### config.mk
export PLATFORM = sky130hd
export DESIGN_NAME = s_axis_kernel_packer
export DESIGN_NICKNAME = d
export VERILOG_FILES = /design/src/rtl/remapper_pkg.sv /design/src/rtl/s_axis_kernel_packer_shift.sv /design/src/rtl/s_axis_kernel_packer.sv
export SDC_FILE = /design/constraint.sdc
export NUM_CORES = 2
export LEC_CHECK = 0
export ABC_AREA = 1
export BUFFER_PORTS_ARGS = -buffer_cell sky130_fd_sc_hd__buf_2
export CORE_MARGIN = 2
export CORE_UTILIZATION = 59
export DETAILED_ROUTE_END_ITERATION = 7
export PLACE_DENSITY = 0.84
export SLEW_MARGIN = 20
export SYNTH_ARGS = -nofsm -noshare
export SYNTH_HDL_FRONTEND = slang
export SYNTH_SLANG_ARGS = --single-unit
### constraint.sdc
create_clock -name i_clk -period 2.1 [get_ports i_clk]
set_input_delay 0.525 -clock i_clk [delete_from_list [all_inputs] [get_ports i_clk]]
set_output_delay 0.525 -clock i_clk [all_outputs]
set_load 0.03 [all_outputs]
### src/rtl/remapper_pkg.sv
// Shared types and helpers for the stream-to-kernel packer.
package remapper_pkg;

  typedef enum logic {
    FILL = 1'b0,
    WAIT = 1'b1
  } state_e;

  function automatic int beats(input int kernel, input int ppb);
    return kernel / ppb;
  endfunction

endpackage

### src/rtl/s_axis_kernel_packer_shift.sv
// Fill buffer: shifts PIXELS_PER_BEAT pixels toward index 0 per accepted beat.
module kernel_shift_buffer #(
  parameter int DATA_WIDTH      = 8,
  parameter int PIXELS_PER_BEAT = 1,
  parameter int KERNEL_SIZE     = 64
) (
  input  logic                                      clk_i,
  input  logic                                      clr_i,
  input  logic                                      shift_i,
  input  logic [PIXELS_PER_BEAT*DATA_WIDTH-1:0]     pix_i,
  output logic [0:KERNEL_SIZE-1][DATA_WIDTH-1:0]    buf_o,
  output logic [0:KERNEL_SIZE-1][DATA_WIDTH-1:0]    nxt_o
);

  logic [0:KERNEL_SIZE-1][DATA_WIDTH-1:0] buf_q, buf_d;

  always_comb begin
    buf_d = buf_q;
    if (shift_i) begin
      for (int i = 0; i < KERNEL_SIZE - PIXELS_PER_BEAT; i++)
        buf_d[i] = buf_q[i+PIXELS_PER_BEAT];
      // Lane 0 is the earliest pixel of the beat, so it lands lowest.
      for (int l = 0; l < PIXELS_PER_BEAT; l++)
        buf_d[KERNEL_SIZE-PIXELS_PER_BEAT+l] = pix_i[l*DATA_WIDTH +: DATA_WIDTH];
    end
  end

  always_ff @(posedge clk_i) begin
    if (clr_i) buf_q <= '0;
    else       buf_q <= buf_d;
  end

  assign buf_o = buf_q;
  assign nxt_o = buf_d;

endmodule

### src/rtl/s_axis_kernel_packer.sv
// Packs an AXI4-Stream pixel stream into whole kernels behind a one-kernel
// output register, with backpressure and tuser-driven frame resync.
module s_axis_kernel_packer
  import remapper_pkg::*;
#(
  parameter int DATA_WIDTH      = 8,
  parameter int PIXELS_PER_BEAT = 1,
  parameter int KERNEL_SIZE     = 64
) (
  input  logic                                   i_clk,
  input  logic                                   i_aresetn,
  input  logic                                   i_odd_kernel,
  input  logic [PIXELS_PER_BEAT*DATA_WIDTH-1:0]  i_axis_tdata,
  input  logic                                   i_axis_tvalid,
  input  logic                                   i_axis_tuser,
  output logic                                   o_axis_tready,
  output logic [0:KERNEL_SIZE-1][DATA_WIDTH-1:0] o_image_kernel,
  output logic                                   o_kernel_valid,
  input  logic                                   i_kernel_ready,
  output logic                                   o_kernel_is_odd,
  output logic                                   o_kernel_sof,
  output logic                                   o_resync
);

  localparam int BEATS = beats(KERNEL_SIZE, PIXELS_PER_BEAT);
  localparam int CNT_W = (BEATS > 1) ? $clog2(BEATS) : 1;
  localparam logic [CNT_W-1:0] LAST_CNT = CNT_W'(BEATS - 1);

  if (KERNEL_SIZE % PIXELS_PER_BEAT != 0) begin : g_bad_ppb
    $error("PIXELS_PER_BEAT must divide KERNEL_SIZE");
  end

  state_e                                 state_q;
  logic [CNT_W-1:0]                       cnt_q;
  logic                                   pend_odd_q, pend_sof_q;
  logic                                   tready_q, kvalid_q, odd_q, sof_q, resync_q;
  logic [0:KERNEL_SIZE-1][DATA_WIDTH-1:0] kernel_q;
  logic [0:KERNEL_SIZE-1][DATA_WIDTH-1:0] fill_buf, fill_nxt;

  logic acc, out_free, first, last, resync_evt, done;
  logic tag_odd, tag_sof;

  assign acc        = i_axis_tvalid & tready_q;
  assign out_free   = ~kvalid_q | i_kernel_ready;
  assign first      = (cnt_q == '0);
  assign last       = (cnt_q == LAST_CNT);
  assign resync_evt = acc & i_axis_tuser & ~first;
  assign done       = acc & last & ~resync_evt;
  // A single-beat kernel has no earlier beat to have latched its tags.
  assign tag_odd    = first ? i_odd_kernel : pend_odd_q;
  assign tag_sof    = first ? i_axis_tuser : pend_sof_q;

  kernel_shift_buffer #(
    .DATA_WIDTH      (DATA_WIDTH),
    .PIXELS_PER_BEAT (PIXELS_PER_BEAT),
    .KERNEL_SIZE     (KERNEL_SIZE)
  ) u_fill (
    .clk_i   (i_clk),
    .clr_i   (~i_aresetn),
    .shift_i (acc),
    .pix_i   (i_axis_tdata),
    .buf_o   (fill_buf),
    .nxt_o   (fill_nxt)
  );

  always_ff @(posedge i_clk) begin
    if (!i_aresetn) begin
      state_q    <= FILL;
      cnt_q      <= '0;
      pend_odd_q <= 1'b0;
      pend_sof_q <= 1'b0;
      tready_q   <= 1'b0;
      kvalid_q   <= 1'b0;
      kernel_q   <= '0;
      odd_q      <= 1'b0;
      sof_q      <= 1'b0;
      resync_q   <= 1'b0;
    end else begin
      resync_q <= resync_evt;

      if (acc) begin
        if (resync_evt)  cnt_q <= CNT_W'(1);
        else if (last)   cnt_q <= '0;
        else             cnt_q <= cnt_q + CNT_W'(1);
        if (first || resync_evt) begin
          pend_odd_q <= i_odd_kernel;
          pend_sof_q <= i_axis_tuser;
        end
      end

      if (kvalid_q && i_kernel_ready) kvalid_q <= 1'b0;

      case (state_q)
        FILL: begin
          tready_q <= 1'b1;
          if (done) begin
            if (out_free) begin
              kernel_q <= fill_nxt;
              odd_q    <= tag_odd;
              sof_q    <= tag_sof;
              kvalid_q <= 1'b1;
            end else begin
              state_q  <= WAIT;
              tready_q <= 1'b0;
            end
          end
        end
        WAIT: begin
          if (out_free) begin
            kernel_q <= fill_buf;
            odd_q    <= pend_odd_q;
            sof_q    <= pend_sof_q;
            kvalid_q <= 1'b1;
            state_q  <= FILL;
            tready_q <= 1'b1;
          end
        end
        default: state_q <= FILL;
      endcase
    end
  end

  assign o_axis_tready   = tready_q;
  assign o_image_kernel  = kernel_q;
  assign o_kernel_valid  = kvalid_q;
  assign o_kernel_is_odd = odd_q;
  assign o_kernel_sof    = sof_q;
  assign o_resync        = resync_q;

endmodule

; After elaboration in Yosys (flattened, before gate mapping)
; Index checks and enable logic that the tools add are counted.
[word_totals]
mem_count = 0
latchBits = 0
elab_cells = 185
in_bits = 14
output_inout_bits = 517
ram_bits = 0
mem_bits_ro = 0
register_bits = 1038
[classes]
bitwise = 10
n_div = 0
addsub = 1
n_lt_le_gt_ge = 0
multipliers = 0
mux = 28
n_reduce_logical = 5
eq_ne = 4
n_shift = 0
[op_table]
columns = cell, count
row1 = two-way mux 512 bit, 4
row2 = case mux 512 bit (2 select lines), 1
row3 = two-way mux 1 bit, 16
row4 = two-way mux 6 bit, 2
row5 = case mux 1 bit (2 select lines), 5
row6 = adder 6 x 1 -> 6 bit (second input constant), 1
row7 = == test 6 bit (second input constant), 1
row8 = zero test 6 bit, 1
row9 = AND 1 bit, 5
row10 = inequality test 2 bit (second input constant), 2
row11 = NOT 1 bit, 4
row12 = AND reduction 3 bit, 1
row13 = inequality test 2 x 1 -> 1 bit (second input constant), 1
row14 = AND reduction 2 bit, 1
row15 = logical AND 1 bit, 1
row16 = logical OR 1 bit, 1
row17 = bitwise OR 1 bit, 1

; Depth between registers and ports, before layout
[depth]
ltp_word = 7
mapped_depth = 12
depth_no_buf = 10

; Cells and area by module
; A second synthesis with hierarchy kept.
[unflattened]
hier_cells = 7272
hier_area_um2 = 50186.9
[by_module_without_submodules]
columns = mod, n_inst, cells_each, area_per_inst_um2
row1 = s_axis_kernel_packer, 1, 3509, 27498.9
row2 = kernel_shift_buffer, 1, 3763, 22688.0

; Worst setup path before layout
; No wires, ideal clock.
[synth_timing]
path_kind = reg2reg
start = register tready_q (netlist: o_axis_tready)
end = register kernel_q (netlist bit o_image_kernel[0])
required_time_ns = 1.985
setup_slack_ns = 0.352
path_stages_with_launch = 11
arrival_time_ns = 1.633
n_path_buf = 3
cell_sequence = dfxtp_1 -> nand2_1 -> nor2_1 -> nand2_2 -> nand2_1 -> nand2_2 -> buf_8 -> buf_6 -> buf_4 -> a21oi_1 -> nor2_1
[synth_between]
elab_chain_len = 7
word_cells_on_any_way = 12
[synth_rtl]
columns = element, line_no
row1 = start: declaration, s_axis_kernel_packer.sv:36  ; logic tready_q, kvalid_q, odd_q, sof_q, resync_q;
row2 = start signal: assignment, s_axis_kernel_packer.sv:72  ; tready_q <= 1'b0;
row3 = start signal: assignment, s_axis_kernel_packer.sv:95  ; tready_q <= 1'b1;
row4 = start signal: assignment, s_axis_kernel_packer.sv:104  ; tready_q <= 1'b0;
row5 = AND 1 bit *, s_axis_kernel_packer.sv:43  ; assign acc = i_axis_tvalid & tready_q;
row6 = AND 1 bit (2 in a row), s_axis_kernel_packer.sv:47  ; assign resync_evt = acc & i_axis_tuser & ~first;
row7 = NOT 1 bit, s_axis_kernel_packer.sv:48  ; assign done = acc & last & ~resync_evt;
row8 = AND 1 bit, s_axis_kernel_packer.sv:48
row9 = inequality test 2 bit (no source line), n/a
row10 = AND reduction 3 bit (no source line), n/a
row11 = end signal: assignment, s_axis_kernel_packer.sv:98  ; kernel_q <= fill_nxt;
row12 = end signal: assignment, s_axis_kernel_packer.sv:110  ; kernel_q <= fill_buf;
row13 = end: declaration, s_axis_kernel_packer.sv:37  ; logic [0:KERNEL_SIZE-1][DATA_WIDTH-1:0] kernel_q;
; Mark *: on every way between the ends. The rest lies on a longest branch, timed or not. The select of a mux whose other input is x is not followed.
; A chain may end at the register's enable or synchronous reset.

; Worst setup path in the final report
[layout_timing]
start = register cnt_q[0]
end = register kernel_q (netlist bit o_image_kernel[294])
[layout_between]
elab_chain_len = 7
word_cells_on_any_way = 9
[layout_rtl]
columns = element, line_no
row1 = start: declaration, s_axis_kernel_packer.sv:34  ; logic [CNT_W-1:0] cnt_q;
row2 = start signal: assignment, s_axis_kernel_packer.sv:84  ; else cnt_q <= cnt_q + CNT_W'(1);
row3 = zero test 6 bit, s_axis_kernel_packer.sv:45  ; assign first = (cnt_q == '0);
row4 = NOT 1 bit, s_axis_kernel_packer.sv:47
row5 = AND 1 bit, s_axis_kernel_packer.sv:47
row6 = NOT 1 bit, s_axis_kernel_packer.sv:48
row7 = AND 1 bit *, s_axis_kernel_packer.sv:48
row8 = inequality test 2 bit (no source line) *, n/a
row9 = AND reduction 3 bit (no source line) *, n/a
; Mark *: on every way between the ends. The rest lies on a longest branch, timed or not.

==> metrics <==
sequential share of the synthesized area=43.1%; status=completed; antenna viol nets, final=0; first-pass GRT wire length=205 mm; endpoints failing setup=0; Total Power=40500 uW; Synth Area per Inst=7.19 um^2; FMAX=499 MHz; Clock Latency Late Sink=680 ps; RSZ-0062 raised after global routing=false; CP max FO=19; Hold Path Class=in -> reg; # hold bufs at CTS=0; largest net degree at the start of global routing=103; WP data required=2660 ps; CP arrival=2570 ps; Initial Utilization=59.7%; post-synthesis cell count=6713; CTS root buffer=clkbuf_16; fin. max-slew vios=0; Slew Limit Headroom=56.0%; # rows=104; diodes inserted=0; GP Congestion=0.868; Die Width=290 um; worst slew pin tran=660 ps; post-synthesis net count=6729; EDFF count, synth=0; CTS H-tree depth=3; top cells by count, synth=nand2_1, dfxtp_1, nor2_1, inv_1, a21oi_1; wire per inst=15.8 um; startpoint class of the critical path=flip-flop; 1st-pass router iterations=6; clock transition at the registers of the reported paths=60 ps; Die Area=0.0841 mm^2; ranking of synthesized cells by area=dfxtp_1, mux2i_1, nand2_1; GRT overflow=0; Max VDD drop=0.630 mV; Seq cells post-synth=1038; Distinct cells, synth=28; WHS=132 ps; # port buffers=530; asr flop ratio synth=0%; LEAKAGE=0.0218 uW; pre-CTS setup slack=-25.2 ps; type of the worst setup path=reg -> reg; Synth area leader=dfxtp_1; final hold viol count=0; Core Area=0.0808 mm^2; gr usage total=29.1%; die height=290 um; DP Wirelength=85.8 mm; hold depth=3; fraction of layout cells with a size suffix above 1=14.7%; vias per std cell=5.38; Main synth FF type=dfxtp_1; I/O Pins=531; wirelength, routed=131 mm; CP endpoint kind=flip-flop; Util after Layout=70.6%; fin nets=7166; fill count=6025; Via Count=44619; vias in the first global route=40934; total CTS buffers=106; TritonCTS clock tree=yes; initial antenna violation count=0; MaxCap Viol Count=0; DRT iter0 DRCs=3815; drt drc=0; Reg2Reg Depth=11; Yosys top cell area share=43.1%; final setup margin=94.3 ps; clock buffer depth=3; cell with the most instances after synthesis=nand2_1; post-route clock skew=52.4 ps; post-route minimum period=2010 ps; clock sink total=1038; pwr dens=711 mW/mm^2; Area Overhead vs Synth=18.1%; Synth Warn #=0; Period Utilization, post-route=95.5%; Synth Cell Area=0.0483 mm^2
[worst paths after layout]
path | endpoint | from | slack [ps]
max | o_image_kernel[294]$_SDFFE_PN0P_ | cnt_q[0]$_SDFFE_PN0N_ | 90
min | u_fill.buf_o[7]$_SDFF_PN0_ | i_axis_tdata[7] | 130
max reg2reg | o_image_kernel[294]$_SDFFE_PN0P_ | cnt_q[0]$_SDFFE_PN0N_ | 90
min reg2reg | pend_sof_q$_SDFFE_PN0P_ | pend_sof_q$_SDFFE_PN0P_ | 470
[metrics by stage]
step / instances / cell area (um^2) / TNS [ps]
2_1_floorplan: 6713 / 48300 / 0
4_1_cts: 8279 / 56500 / 0
5_1_grt: 8297 / 57000 / 0
6_report: 8297 / 57000 / 0
3_3_place_gp: 8084 / 52800 / 0
3_5_place_dp: 8084 / 52800 / -256
[cell usage in the layout, fill, tap and decap left out, types with 2 or more instances in the layout]
cell	Yosys	final
nand2_2	2	4
nand2_1	1122	1118
dfxtp_1	1038	1035
buf_4	36	205
clkinv_2	0	17
buf_8	10	3
o21ai_0	480	480
nand3_2	1	2
mux2i_1	512	512
nor2_1	999	999
inv_1	959	959
clkbuf_8	0	37
buf_12	1	77
a21oi_1	526	526
buf_2	126	529
dfxtp_2	0	2
clkbuf_16	0	119
bufinv_16	0	8
buf_6	60	4
a21oi_2	30	30
inv_8	0	2
buf_16	0	12
clkinv_16	0	3
inv_6	0	3
clkbuf_1	239	20
nand3_1	517	516
[area by class of cell]
type / instances / area (um^2) / share of cell area (%)
multi-input combinational: 4199 / 21100 / 37.0
sequential: 1038 / 20800 / 36.5
timing repair buffer: 843 / 6470 / 11.4
inverter: 962 / 3630 / 6.36
clock buffer: 163 / 3240 / 5.68
tap: 1060 / 1330 / 2.33
clock inverter: 32 / 449 / 0.788
[routing by layer]
metal / up-vias / part of all wire, % / routed length (um) / global-route usage, %
met5: - / 0 / 0 / 0
met4: 0 / 4.9 / 6450 / 14.8
met2: 1705 / 47 / 62200 / 48.9
met1: 20597 / 41 / 53300 / 36.9
met3: 349 / 7.0 / 9130 / 3.62
li1: 21968 / - / - / -
[state kept, by name, summed over array words and instances (netlist names)]
register / cells
o_axis_tready: 1
o_kernel_valid: 1
cnt_q: 6
o_image_kernel: 512
pend_odd_q: 1
u_fill.buf_o: 512
state_q: 1
pend_sof_q: 1
o_kernel_sof: 1
o_resync: 1
o_kernel_is_odd: 1
[cell families (layout without fill, tap and decap cells)]
kind of cell | Yosys count | count (layout) | share of synthesized area (%)
AO/OA/AOI/OAI | 1040 | 1040 | 11.0
multiplexers | 512 | 512 | 10.6
flip-flops | 1038 | 1038 | 43.1
AND/OR/NAND/NOR | 2644 | 2644 | 21.9
buffers and inverters | 1476 | 2000 | 13.3
XOR/XNOR | 1 | 1 | 0.0181
adder cells (fa/ha/maj) | 2 | 2 | 0.0518
[critical path: stages, from the launching register on]
cell	delay [ps]
dfxtp_2	360
ha_2	200
nand3_2	100
nor3_2	210
nand2_2	120
nand2_8	120
buf_12	150
clkbuf_16	210
buf_12	170
nand3_1	100
nand2_2	110
nor2_1	50
[repair_timing]
action | CTS | global route
endpoints found under the setup margin | 0 | 353
resized for setup | 0 | 33
buffers inserted | 0 | 5
[power breakdown]
group          leakage [uW]  internal [uW]  switching, uW  total [uW]
registers           0.00836          19700           14.1       19700
clock network       0.00182          11600           8040       19600
logic                0.0116            331            844        1180
total                0.0218          31600           8900       40500
Power figures use the tool's default switching activity.
